File: config.mk
export PLATFORM = sky130hd
export DESIGN_NAME = pwm_axil_bridge_flat
export DESIGN_NICKNAME = d
export VERILOG_FILES = /design/src/rtl/pwm_axil_bridge_if.sv /design/src/rtl/pwm_axil_bridge.sv /design/src/flat_wrapper.sv
export SDC_FILE = /design/constraint.sdc
export NUM_CORES = 1
export LEC_CHECK = 0
export CORE_ASPECT_RATIO = 1.4
export CORE_UTILIZATION = 40
export DETAILED_ROUTE_END_ITERATION = 6
export PLACE_DENSITY = 0.79
export SLEW_MARGIN = 10
export SYNTH_ARGS = -nofsm -noshare
export SYNTH_HDL_FRONTEND = slang
export SYNTH_SLANG_ARGS = --single-unit
File: constraint.sdc
create_clock -name clk -period 1.6 [get_ports clk]
set_input_delay 0.32 -clock clk [delete_from_list [all_inputs] [get_ports clk]]
set_output_delay 0.32 -clock clk [all_outputs]
set_load 0.02 [all_outputs]
File: src/rtl/pwm_axil_bridge_if.sv
// Purpose : bundles the AXI4-Lite slave channels and the register-file strobe port
//           of the PWM register bridge into one interface.
// Ports   : slave modport = bridge view (drives readies, responses, strobes; reads
//           AXI requests and read_data); master modport = host + register-file view.
interface pwm_axil_bridge_if #(
    parameter int DATA_WIDTH     = 32,
    parameter int AXI_ADDR_WIDTH = 7,
    parameter int REG_ADDR_WIDTH = 5
);
    // write address / data / response channels
    logic [AXI_ADDR_WIDTH-1:0] s_awaddr;
    logic                      s_awvalid;
    logic                      s_awready;
    logic [DATA_WIDTH-1:0]     s_wdata;
    logic [DATA_WIDTH/8-1:0]   s_wstrb;
    logic                      s_wvalid;
    logic                      s_wready;
    logic [1:0]                s_bresp;
    logic                      s_bvalid;
    logic                      s_bready;
    // read address / data channels
    logic [AXI_ADDR_WIDTH-1:0] s_araddr;
    logic                      s_arvalid;
    logic                      s_arready;
    logic [DATA_WIDTH-1:0]     s_rdata;
    logic [1:0]                s_rresp;
    logic                      s_rvalid;
    logic                      s_rready;
    // register-file port
    logic                      write_en;
    logic [REG_ADDR_WIDTH-1:0] write_addr;
    logic [DATA_WIDTH-1:0]     write_data;
    logic                      read_en;
    logic [REG_ADDR_WIDTH-1:0] read_addr;
    logic [DATA_WIDTH-1:0]     read_data;

    modport slave (
        input  s_awaddr, s_awvalid, s_wdata, s_wstrb, s_wvalid, s_bready,
        input  s_araddr, s_arvalid, s_rready, read_data,
        output s_awready, s_wready, s_bresp, s_bvalid,
        output s_arready, s_rdata, s_rresp, s_rvalid,
        output write_en, write_addr, write_data, read_en, read_addr
    );

    modport master (
        output s_awaddr, s_awvalid, s_wdata, s_wstrb, s_wvalid, s_bready,
        output s_araddr, s_arvalid, s_rready, read_data,
        input  s_awready, s_wready, s_bresp, s_bvalid,
        input  s_arready, s_rdata, s_rresp, s_rvalid,
        input  write_en, write_addr, write_data, read_en, read_addr
    );
endinterface

File: src/rtl/pwm_axil_bridge.sv
// Purpose : AXI4-Lite slave turning host writes/reads into one-cycle write_en/read_en
//           strobes on the PWM register-file port (read data returns 1 cycle after read_en).
// Ports   : clk, rst (sync, active-high), bus (pwm_axil_bridge_if.slave). Latency: AW+W -> write_en
//           next cycle -> bvalid after; AR -> read_en next cycle -> rvalid two cycles later.
//           Backpressure: bready/rready low stall only their own channel; all outputs registered.
module pwm_axil_bridge #(
    parameter int DATA_WIDTH     = 32,
    parameter int AXI_ADDR_WIDTH = 7,
    parameter int REG_ADDR_WIDTH = 5,
    parameter int NUM_REGS       = 9
) (
    input  logic                clk,
    input  logic                rst,
    pwm_axil_bridge_if.slave    bus
);
    localparam logic [1:0] RESP_OKAY   = 2'b00;
    localparam logic [1:0] RESP_SLVERR = 2'b10;
    localparam logic [REG_ADDR_WIDTH-1:0] NUM_REGS_W = REG_ADDR_WIDTH'(NUM_REGS);

    typedef enum logic [1:0] {W_IDLE, W_EXEC, W_RESP} w_state_t;
    typedef enum logic [1:0] {R_IDLE, R_EXEC, R_WAIT, R_RESP} r_state_t;

    w_state_t w_state_q, w_state_d;
    r_state_t r_state_q, r_state_d;

    logic                      aw_held_q, aw_held_d, w_held_q, w_held_d;
    logic                      aw_ok_q, aw_ok_d, strb_ok_q, strb_ok_d;
    logic                      awready_q, awready_d, wready_q, wready_d;
    logic                      bvalid_q, bvalid_d;
    logic [1:0]                bresp_q, bresp_d;
    logic                      write_en_q, write_en_d;
    logic [REG_ADDR_WIDTH-1:0] write_addr_q, write_addr_d;
    logic [DATA_WIDTH-1:0]     write_data_q, write_data_d;

    logic                      ar_pend_q, ar_pend_d, rd_ok_q, rd_ok_d;
    logic                      arready_q, arready_d, rvalid_q, rvalid_d;
    logic [1:0]                rresp_q, rresp_d;
    logic [DATA_WIDTH-1:0]     rdata_q, rdata_d;
    logic                      read_en_q, read_en_d;
    logic [REG_ADDR_WIDTH-1:0] read_addr_q, read_addr_d;

    // byte-lane bits of the addresses carry no information for word registers
    logic unused_addr_bits;
    assign unused_addr_bits = ^{bus.s_awaddr[1:0], bus.s_araddr[1:0]};

    logic [REG_ADDR_WIDTH-1:0] aw_idx, ar_idx;
    logic                      aw_hs, w_hs, ar_hs;
    assign aw_idx = bus.s_awaddr[REG_ADDR_WIDTH+1:2];
    assign ar_idx = bus.s_araddr[REG_ADDR_WIDTH+1:2];
    assign aw_hs  = bus.s_awvalid & awready_q;
    assign w_hs   = bus.s_wvalid  & wready_q;
    assign ar_hs  = bus.s_arvalid & arready_q;

    // write FSM: the write_addr/write_data outputs double as the AW/W capture registers
    always_comb begin
        w_state_d    = w_state_q;
        aw_held_d    = aw_held_q;
        w_held_d     = w_held_q;
        aw_ok_d      = aw_ok_q;
        strb_ok_d    = strb_ok_q;
        write_addr_d = write_addr_q;
        write_data_d = write_data_q;
        write_en_d   = 1'b0;
        bvalid_d     = bvalid_q;
        bresp_d      = bresp_q;
        case (w_state_q)
            W_IDLE: begin
                if (aw_hs) begin
                    aw_held_d    = 1'b1;
                    write_addr_d = aw_idx;
                    aw_ok_d      = (aw_idx < NUM_REGS_W);
                end
                if (w_hs) begin
                    w_held_d     = 1'b1;
                    write_data_d = bus.s_wdata;
                    strb_ok_d    = &bus.s_wstrb;
                end
                if (aw_held_d && w_held_d) begin
                    w_state_d  = W_EXEC;
                    aw_held_d  = 1'b0;
                    w_held_d   = 1'b0;
                    write_en_d = aw_ok_d && strb_ok_d;
                    bresp_d    = (aw_ok_d && strb_ok_d) ? RESP_OKAY : RESP_SLVERR;
                end
            end
            W_EXEC: begin
                w_state_d = W_RESP;
                bvalid_d  = 1'b1;
            end
            W_RESP: begin
                if (bus.s_bready) begin
                    bvalid_d  = 1'b0;
                    w_state_d = W_IDLE;
                end
            end
            default: w_state_d = W_IDLE;
        endcase
        awready_d = (w_state_d == W_IDLE) && !aw_held_d;
        wready_d  = (w_state_d == W_IDLE) && !w_held_d;
    end

    // read FSM: an accepted AR waits in R_IDLE (ar_pend) for one cycle if the write
    // strobe would otherwise coincide, so writes always win and reads see fresh data
    always_comb begin
        r_state_d   = r_state_q;
        ar_pend_d   = ar_pend_q;
        rd_ok_d     = rd_ok_q;
        read_addr_d = read_addr_q;
        read_en_d   = 1'b0;
        rvalid_d    = rvalid_q;
        rdata_d     = rdata_q;
        rresp_d     = rresp_q;
        case (r_state_q)
            R_IDLE: begin
                if (ar_hs) begin
                    ar_pend_d   = 1'b1;
                    read_addr_d = ar_idx;
                    rd_ok_d     = (ar_idx < NUM_REGS_W);
                end
                if (ar_pend_d && (w_state_d != W_EXEC)) begin
                    r_state_d = R_EXEC;
                    ar_pend_d = 1'b0;
                    read_en_d = rd_ok_d;
                end
            end
            R_EXEC: r_state_d = R_WAIT;
            R_WAIT: begin
                rdata_d   = rd_ok_q ? bus.read_data : '0;
                rresp_d   = rd_ok_q ? RESP_OKAY : RESP_SLVERR;
                rvalid_d  = 1'b1;
                r_state_d = R_RESP;
            end
            R_RESP: begin
                if (bus.s_rready) begin
                    rvalid_d  = 1'b0;
                    r_state_d = R_IDLE;
                end
            end
            default: r_state_d = R_IDLE;
        endcase
        arready_d = (r_state_d == R_IDLE) && !ar_pend_d;
    end

    always_ff @(posedge clk) begin
        if (rst) begin
            w_state_q    <= W_IDLE;
            aw_held_q    <= 1'b0;
            w_held_q     <= 1'b0;
            aw_ok_q      <= 1'b0;
            strb_ok_q    <= 1'b0;
            awready_q    <= 1'b0;
            wready_q     <= 1'b0;
            bvalid_q     <= 1'b0;
            bresp_q      <= 2'b00;
            write_en_q   <= 1'b0;
            write_addr_q <= '0;
            write_data_q <= '0;
            r_state_q    <= R_IDLE;
            ar_pend_q    <= 1'b0;
            rd_ok_q      <= 1'b0;
            arready_q    <= 1'b0;
            rvalid_q     <= 1'b0;
            rresp_q      <= 2'b00;
            rdata_q      <= '0;
            read_en_q    <= 1'b0;
            read_addr_q  <= '0;
        end else begin
            w_state_q    <= w_state_d;
            aw_held_q    <= aw_held_d;
            w_held_q     <= w_held_d;
            aw_ok_q      <= aw_ok_d;
            strb_ok_q    <= strb_ok_d;
            awready_q    <= awready_d;
            wready_q     <= wready_d;
            bvalid_q     <= bvalid_d;
            bresp_q      <= bresp_d;
            write_en_q   <= write_en_d;
            write_addr_q <= write_addr_d;
            write_data_q <= write_data_d;
            r_state_q    <= r_state_d;
            ar_pend_q    <= ar_pend_d;
            rd_ok_q      <= rd_ok_d;
            arready_q    <= arready_d;
            rvalid_q     <= rvalid_d;
            rresp_q      <= rresp_d;
            rdata_q      <= rdata_d;
            read_en_q    <= read_en_d;
            read_addr_q  <= read_addr_d;
        end
    end

    assign bus.s_awready  = awready_q;
    assign bus.s_wready   = wready_q;
    assign bus.s_bvalid   = bvalid_q;
    assign bus.s_bresp    = bresp_q;
    assign bus.s_arready  = arready_q;
    assign bus.s_rvalid   = rvalid_q;
    assign bus.s_rresp    = rresp_q;
    assign bus.s_rdata    = rdata_q;
    assign bus.write_en   = write_en_q;
    assign bus.write_addr = write_addr_q;
    assign bus.write_data = write_data_q;
    assign bus.read_en    = read_en_q;
    assign bus.read_addr  = read_addr_q;
endmodule

File: src/flat_wrapper.sv
// flat-port wrapper written by rule: the top's interface ports become plain ports
module pwm_axil_bridge_flat 
#(
    parameter int DATA_WIDTH     = 32,
    parameter int AXI_ADDR_WIDTH = 7,
    parameter int REG_ADDR_WIDTH = 5,
    parameter int NUM_REGS       = 9
)
  (clk, rst, bus_s_awaddr, bus_s_awvalid, bus_s_wdata, bus_s_wstrb, bus_s_wvalid, bus_s_bready, bus_s_araddr, bus_s_arvalid, bus_s_rready, bus_read_data, bus_s_awready, bus_s_wready, bus_s_bresp, bus_s_bvalid, bus_s_arready, bus_s_rdata, bus_s_rresp, bus_s_rvalid, bus_write_en, bus_write_addr, bus_write_data, bus_read_en, bus_read_addr);
  pwm_axil_bridge_if #(.DATA_WIDTH(DATA_WIDTH), .AXI_ADDR_WIDTH(AXI_ADDR_WIDTH), .REG_ADDR_WIDTH(REG_ADDR_WIDTH)) bus_i ();
  input  logic clk;
  input  logic rst;
  input wire logic [$bits(bus_i.s_awaddr)-1:0] bus_s_awaddr;
  input wire logic [$bits(bus_i.s_awvalid)-1:0] bus_s_awvalid;
  input wire logic [$bits(bus_i.s_wdata)-1:0] bus_s_wdata;
  input wire logic [$bits(bus_i.s_wstrb)-1:0] bus_s_wstrb;
  input wire logic [$bits(bus_i.s_wvalid)-1:0] bus_s_wvalid;
  input wire logic [$bits(bus_i.s_bready)-1:0] bus_s_bready;
  input wire logic [$bits(bus_i.s_araddr)-1:0] bus_s_araddr;
  input wire logic [$bits(bus_i.s_arvalid)-1:0] bus_s_arvalid;
  input wire logic [$bits(bus_i.s_rready)-1:0] bus_s_rready;
  input wire logic [$bits(bus_i.read_data)-1:0] bus_read_data;
  output wire logic [$bits(bus_i.s_awready)-1:0] bus_s_awready;
  output wire logic [$bits(bus_i.s_wready)-1:0] bus_s_wready;
  output wire logic [$bits(bus_i.s_bresp)-1:0] bus_s_bresp;
  output wire logic [$bits(bus_i.s_bvalid)-1:0] bus_s_bvalid;
  output wire logic [$bits(bus_i.s_arready)-1:0] bus_s_arready;
  output wire logic [$bits(bus_i.s_rdata)-1:0] bus_s_rdata;
  output wire logic [$bits(bus_i.s_rresp)-1:0] bus_s_rresp;
  output wire logic [$bits(bus_i.s_rvalid)-1:0] bus_s_rvalid;
  output wire logic [$bits(bus_i.write_en)-1:0] bus_write_en;
  output wire logic [$bits(bus_i.write_addr)-1:0] bus_write_addr;
  output wire logic [$bits(bus_i.write_data)-1:0] bus_write_data;
  output wire logic [$bits(bus_i.read_en)-1:0] bus_read_en;
  output wire logic [$bits(bus_i.read_addr)-1:0] bus_read_addr;
  assign bus_i.s_awaddr = bus_s_awaddr;
  assign bus_i.s_awvalid = bus_s_awvalid;
  assign bus_i.s_wdata = bus_s_wdata;
  assign bus_i.s_wstrb = bus_s_wstrb;
  assign bus_i.s_wvalid = bus_s_wvalid;
  assign bus_i.s_bready = bus_s_bready;
  assign bus_i.s_araddr = bus_s_araddr;
  assign bus_i.s_arvalid = bus_s_arvalid;
  assign bus_i.s_rready = bus_s_rready;
  assign bus_i.read_data = bus_read_data;
  assign bus_s_awready = bus_i.s_awready;
  assign bus_s_wready = bus_i.s_wready;
  assign bus_s_bresp = bus_i.s_bresp;
  assign bus_s_bvalid = bus_i.s_bvalid;
  assign bus_s_arready = bus_i.s_arready;
  assign bus_s_rdata = bus_i.s_rdata;
  assign bus_s_rresp = bus_i.s_rresp;
  assign bus_s_rvalid = bus_i.s_rvalid;
  assign bus_write_en = bus_i.write_en;
  assign bus_write_addr = bus_i.write_addr;
  assign bus_write_data = bus_i.write_data;
  assign bus_read_en = bus_i.read_en;
  assign bus_read_addr = bus_i.read_addr;
  pwm_axil_bridge #(.DATA_WIDTH(DATA_WIDTH), .AXI_ADDR_WIDTH(AXI_ADDR_WIDTH), .REG_ADDR_WIDTH(REG_ADDR_WIDTH), .NUM_REGS(NUM_REGS)) u_core (.clk(clk), .rst(rst), .bus(bus_i));
endmodule
==> results of run 1 <==
==> Yosys cell counts, types with 2 or more instances <==
library cell,count
nor3_1,2
nand2b_1,5
buf_4,2
o22ai_1,2
dfxtp_1,93
nand2_1,102
clkbuf_1,25
o31ai_1,3
and3_1,2
nand3_1,33
and4bb_2,2
mux2i_1,11
buf_2,6
o21ai_0,2
inv_1,6
nor2_1,15
a21oi_1,74
nor4_1,3
==> area by class of cell <==
class / count / area (um2) / area share, %
multi-input combinational: 276 / 1399 / 24.93
tap: 102 / 127.6 / 2.275
clock inverter: 3 / 20.02 / 0.3568
inverter: 6 / 22.52 / 0.4014
clock buffer: 13 / 260.3 / 4.639
timing repair buffer: 186 / 1919 / 34.21
sequential: 93 / 1862 / 33.18
==> flip-flops by register name (all words and copies together) (netlist names) <==
signal / count
u_core.ar_pend_q: 1
u_core.bus.s_arready: 1
u_core.bus.s_bvalid: 1
u_core.bus.read_en: 1
u_core.bus.s_rvalid: 1
u_core.bus.s_rresp: 1
u_core.r_state_q: 2
u_core.bus.s_rdata: 32
u_core.bus.read_addr: 5
u_core.bus.write_data: 32
u_core.w_held_q: 1
u_core.aw_ok_q: 1
u_core.w_state_q: 2
u_core.bus.s_awready: 1
u_core.bus.s_wready: 1
u_core.strb_ok_q: 1
u_core.bus.write_en: 1
u_core.rd_ok_q: 1
u_core.aw_held_q: 1
u_core.bus.s_bresp: 1
u_core.bus.write_addr: 5
==> worst reg2reg max path: stages (launching register included) <==
cell and delay (ns):
dfxtp_1 0.31, or2_4 0.27, or3_4 0.40, o311a_1 0.35
==> per-layer routing <==
| metal | GRT usage (%) | wire length [um] | vias to the layer above | part of all wire [%] |
|---|---|---|---|---|
| met2 | 38.46 | 4904 | 104 | 52 |
| met1 | 22.32 | 3713 | 1536 | 40 |
| met4 | 9.167 | 210 | 0 | 2.2 |
| li1 | - | - | 1698 | - |
| met5 | 0 | 0 | - | 0 |
| met3 | 5.267 | 512 | 14 | 5.5 |
==> power by group through the flow <==
stage | registers, mW | clock network (mW) | logic (mW)
3_3_place_gp | 2.55 | 0 | 1.07
3_5_place_dp | 2.56 | 0 | 1.08
2_1_floorplan | 2.67 | 0 | 0.390
5_1_grt | 2.52 | 2.14 | 1.11
4_1_cts | 2.51 | 2.01 | 1.04
6_report | 2.51 | 1.97 | 1.03
==> timing repair <==
| action | 4_1_cts | 5_1_grt |
|---|---|---|
| resized for setup | 46 | 37 |
| setup buffers | 0 | 0 |
| endpoints found under the hold margin | 0 | 0 |
| setup endpoints to repair | 46 | 37 |
==> how the worst min path moves through the flow <==
stage / startpoint / endpoint / slack, ns / cells after the start
after global routing: rst / u_core.aw_held_q / 0.39 / 2
after floorplan: u_core.aw_held_q / u_core.bus.s_awready / 0.42 / 1
final: rst / u_core.bus.s_rvalid / 0.39 / 2
after global placement: u_core.w_held_q / u_core.bus.s_wready / 0.43 / 1
after CTS: rst / u_core.bus.s_rvalid / 0.37 / 2
after detailed placement: u_core.bus.s_rdata[13] / u_core.bus.s_rdata[13] / 0.44 / 2
==> logic make-up (layout without fill, tap and decap cells) <==
logic type,Yosys count,after routing
AOI/OAI and AO/OA,89,89
buffers and inverters,40,208
DFF,93,93
muxes,11,11
other,1,2
and+or+nand+nor,174,174
==> results.py, run 1 <==
metrics = {
    "setup_path": {
        "critPathMaxStageDelay_ns": 0.40,
        "critical_path_buf_inv_count": 0,
        "r2r_slack_ns": 0.16,
        "start_kind": "register",
        "worst_path_max_delay_cell": "or3_4",
        "crit_start": "u_core.w_state_q[0]",
        "reg2reg_depth": 3,
        "endpoint": "u_core.bus.s_bresp[1]",
        "cp.required_ns": 1.82,
        "arrival_ns": 1.66,
        "path_cells": "or2_4 -> or3_4 -> o311a_1",
        "cp_num_cells": 3,
        "setup.worst_path.class": "register to register",
        "reg2reg_to": "u_core.bus.s_bresp[1]",
        "crit_fanout": 5,
        "cp-end-kind": "register",
        "crit_family": "simple AND/OR/NAND/NOR gates",
        "reg2reg_from": "u_core.w_state_q[0]",
    },
    "finish": {
        "finalNetCount": 661,
        "drive_gt1_share_pct": 7.106,
        "utilization_pct": 68.44,
        "mostFrequentLayoutCells": "nand2_1, dfxtp_1, clkdlybuf4s50_1",
        "final_cells": 679,
        "synthToLayoutAreaGrowth_pct": 64.37,
        "antenna_cells": 0,
        "fillers": 671,
        "layout_commonest_cell": "nand2_1",
        "fin_area_um2": 5610,
    },
    "pwr": {
        "vdd_drop_max_uv": 724.3,
        "power.share.combinational_pct": 18.7,
        "switchingPower_mw": 1.430,
        "power_density_nw_per_um2": 980.5,
        "finalPower_mw": 5.501,
        "pwr-share-clk_pct": 35.8,
        "switching_share_pct": 26.00,
        "seq_power_share_pct": 45.6,
        "p_int_mw": 4.071,
        "p_leak_nw": 2.841,
    },
    "routing": {
        "wirelength_um": 9341,
        "dr.pass1.iters": 4,
        "wl_per_cell_um": 13.76,
        "route.detailed.drc": 0,
        "drtIter0Drc": 122,
        "avgViaCountPerCell": 4.937,
        "ant_nets": 0,
        "vias": 3352,
    },
    "cts": {
        "clock_sinks": 93,
        "holdBufCountCts": 0,
        "cts_buffer_depth": 2,
        "cts-buffers-inserted": 9,
        "cts.htree.levels": 3,
        "clk_pin_slew_ns": 0.06,
        "root_buffer": "clkbuf_16",
        "cts_tree": "done",
        "insertion_delay_ns": 0.33,
    },
    "status": {
        "status": "finished, final reports clean",
    },
    "synthesis": {
        "async_reset_ff_share_pct": 0,
        "post_synth_num_cell_types": 38,
        "synthXorXnorAreaFrac_pct": 0,
        "syn_area_per_cell_um2": 8.366,
        "synth.area.top_cells": "dfxtp_1, nand2_1, a21oi_1",
        "yosys_warnings": 0,
        "yosysTopAreaCellShare_pct": 54.55,
        "ys_ff_latch": 93,
        "synth.mux.area_fraction_pct": 3.226,
        "syn_area_um2": 3413,
        "synth_top_family_by_area": "simple AND/OR/NAND/NOR gates",
        "ys_seq_area_share_pct": 54.55,
        "synth-main-ff-cell": "dfxtp_1",
        "synth_top_area_cell": "dfxtp_1",
        "synth_compound_area_share_pct": 14.19,
        "synth_fa_ha_area_share_pct": 0,
        "synth_edf_count": 0,
        "yosys.area_share.simple_pct": 23.09,
        "syn_inst": 408,
    },
    "sta": {
        "post-route-period-util_pct": 90.02,
        "timing.fmax_mhz": 694.3,
        "setup_violations": 0,
        "worst_slack_ns": 0.1597,
        "final.setup.tns_ns": 0,
        "whs_ns": 0.3870,
        "slew_viol_final": 0,
        "final-hold-violation-count": 0,
        "min_period_ns": 1.440,
        "rsz0062_at_grt": "no",
        "fin_skew_ns": 0.006116,
    },
    "run": {
        "max_cap_viol_count": 0,
    },
    "placement": {
        "dp_cells": 663,
        "numPortBuffers": 167,
        "gp_congestion": 0.7846,
        "dp_worst_setup_slack_ns": -0.1547,
        "dp.final_hpwl_um": 6470,
        "placed_area_um2": 5295,
    },
    "global_route": {
        "antenna_found_initial": 0,
        "grt_pass1_wl_um": 14680,
        "gr-total-overflow": 0,
        "grt_pass1_vias": 3184,
        "grt_max_degree": 41,
        "grtUsageTotal_pct": 21.10,
    },
    "floorplanning": {
        "fp.dieW_um": 80.07,
        "rows": 39,
        "initial_core_util_pct": 41.64,
        "pin_count": 174,
        "die_h_um": 111.3,
        "design.die.area_um2": 8912,
        "core_area_um2": 8198,
    },
    "hold_path": {
        "hold_path.class": "primary input to register",
    },
}
Note: power is estimated with default switching activity, not from simulation.
==> run 2, diff against run 1 <==
--- a/config.mk
+++ b/config.mk
@@ -8,7 +8,7 @@
 export CORE_ASPECT_RATIO = 1.4
 export CORE_UTILIZATION = 40
 export DETAILED_ROUTE_END_ITERATION = 6
-export PLACE_DENSITY = 0.79
+export PLACE_DENSITY = 0.77
 export SLEW_MARGIN = 10
 export SYNTH_ARGS = -nofsm -noshare
 export SYNTH_HDL_FRONTEND = slang
==> results.py, run 2 (synthesized netlist as in run 1, its figures left out) <==
metrics = {
    "placement": {
        "gp_congestion": 0.8017,
        "numPortBuffers": 167,
        "dp.final_hpwl_um": 6814,
    },
    "sta": {
        "min_period_ns": 1.438,
        "fin_skew_ns": 0.006433,
        "slew_viol_final": 0,
        "post-route-period-util_pct": 89.85,
        "timing.fmax_mhz": 695.6,
        "final.setup.tns_ns": 0,
        "setup_violations": 0,
        "rsz0062_at_grt": "no",
        "final-hold-violation-count": 0,
    },
    "pwr": {
        "switchingPower_mw": 1.423,
        "pwr-share-clk_pct": 37.4,
        "seq_power_share_pct": 44.4,
        "switching_share_pct": 25.25,
        "vdd_drop_max_uv": 618.3,
        "power.share.combinational_pct": 18.1,
        "p_int_mw": 4.213,
        "p_leak_nw": 2.516,
        "power_density_nw_per_um2": 1020,
    },
    "setup_path": {
        "crit_family": "buffers and inverters",
        "path_cells": "dlygate4sd2_1",
        "crit_fanout": 5,
        "cp_num_cells": 1,
        "start_kind": "register",
        "r2r_slack_ns": 0.18,
        "critical_path_buf_inv_count": 1,
        "worst_path_max_delay_cell": "dlygate4sd2_1",
        "endpoint": "bus_s_wready",
        "cp-end-kind": "output pin",
        "cp.required_ns": 1.28,
        "reg2reg_depth": 3,
        "setup.worst_path.class": "register to output pin",
        "reg2reg_to": "u_core.bus.s_bresp[1]",
        "reg2reg_from": "u_core.w_state_q[0]",
        "arrival_ns": 1.12,
        "crit_start": "u_core.bus.s_wready",
        "critPathMaxStageDelay_ns": 0.40,
    },
    "routing": {
        "dr.pass1.iters": 4,
        "vias": 3389,
        "wl_per_cell_um": 14.14,
        "ant_nets": 0,
        "drtIter0Drc": 169,
        "avgViaCountPerCell": 4.984,
        "wirelength_um": 9612,
        "route.detailed.drc": 0,
    },
    "run": {
        "max_cap_viol_count": 0,
    },
    "floorplanning": {
        "fp.dieW_um": 80.07,
        "design.die.area_um2": 8912,
        "pin_count": 174,
        "core_area_um2": 8198,
        "die_h_um": 111.3,
        "rows": 39,
        "initial_core_util_pct": 41.64,
    },
    "finish": {
        "synthToLayoutAreaGrowth_pct": 61.91,
        "regArea_um2": 1862,
        "finalNetCount": 663,
        "utilization_pct": 67.41,
        "antenna_cells": 0,
        "mostFrequentLayoutCells": "nand2_1, dfxtp_1, clkdlybuf4s50_1",
        "multi_input_area_um2": 1393,
        "fillers": 686,
        "layout_commonest_cell": "nand2_1",
        "drive_gt1_share_pct": 6.920,
    },
    "status": {
        "status": "finished, final reports clean",
    },
    "cts": {
        "cts-buffers-inserted": 9,
        "root_buffer": "clkbuf_16",
        "insertion_delay_ns": 0.34,
        "cts.htree.levels": 3,
        "cts_buffer_depth": 2,
        "cts_tree": "done",
        "cts_setup_buffers": 0,
        "clk_pin_slew_ns": 0.06,
        "clock_sinks": 93,
    },
    "global_route": {
        "grtUsageTotal_pct": 22.45,
        "antenna_found_initial": 0,
        "grt_pass1_wl_um": 15410,
        "grt_max_degree": 35,
        "gr-total-overflow": 0,
        "grt_pass1_vias": 3254,
    },
    "hold_path": {
        "hold_path.class": "primary input to register",
    },
}
## run 2: cell count changes in the layout (fill, tap and decap cells not counted)
cell            change
clkinvlp_4          -2
bufinv_16           +1
nor4bb_1            +1
nor4bb_2            -1
buf_12              -1
dlygate4sd2_1      +25
buf_4               +3
dlymetal6s2s_1     -25
clkinv_2            -1
clkbuf_1            +1
## run 2: repair_timing
item                                    4_1_cts  5_1_grt
resized for setup                            71       12
hold buffers                                  0        0
pin swaps                                     0        0
endpoints found under the setup margin       71       12
endpoints found under the hold margin         0        0
## run 2: worst min path at each step
stage                           start                        to  slack, ns  cells after the start
5_1_grt                           rst           u_core.w_held_q       0.40                      2
3_5_place_dp    u_core.bus.s_rdata[9]     u_core.bus.s_rdata[9]       0.44                      2
2_1_floorplan        u_core.aw_held_q      u_core.bus.s_awready       0.42                      1
4_1_cts                           rst  u_core.bus.write_addr[2]       0.37                      2
6_report                          rst           u_core.w_held_q       0.38                      2
3_3_place_gp   u_core.bus.s_rdata[25]    u_core.bus.s_rdata[25]       0.44                      2
## run 2: routing by layer
metal	vias to the layer above	routed length (um)	global-route usage [%]
li1	1704	-	-
met1	1551	3810	25.01
met2	116	4949	39.20
met3	18	580	4.033
met4	0	272	12.74
met5	-	0	0
## run 2: area by class of cell
type | instances | area share (%)
flip-flops and latches | 93 | 33.69
inverters | 6 | 0.4075
well taps | 102 | 2.309
clock buffers | 14 | 4.777
repair buffers | 188 | 33.08
clock inverters | 1 | 0.5434
multi-input cells | 276 | 25.20
## run 2: per-stage QoR
stage	std cells	worst slack (ns)	instance area [um2]	total power, mW	hold WS [ns]
2_1_floorplan	409	0.1261	3417	3.059	0.4249
3_3_place_gp	665	-0.1471	5291	3.618	0.4377
3_5_place_dp	665	-0.1695	5291	3.641	0.4429
4_1_cts	680	0.00009281	5497	5.688	0.3722
5_1_grt	680	0.1161	5527	5.882	0.3981
6_report	680	0.1625	5527	5.636	0.3805
## run 2: power by group through the flow
stage               Combinational (mW)  Clock [mW]  Sequential, mW
global placement                  1.06           0            2.55
floorplan                        0.390           0            2.67
CTS                               1.03        2.15            2.51
global route                      1.11        2.25            2.52
detailed placement                1.08           0            2.56
finish                            1.02        2.11            2.50
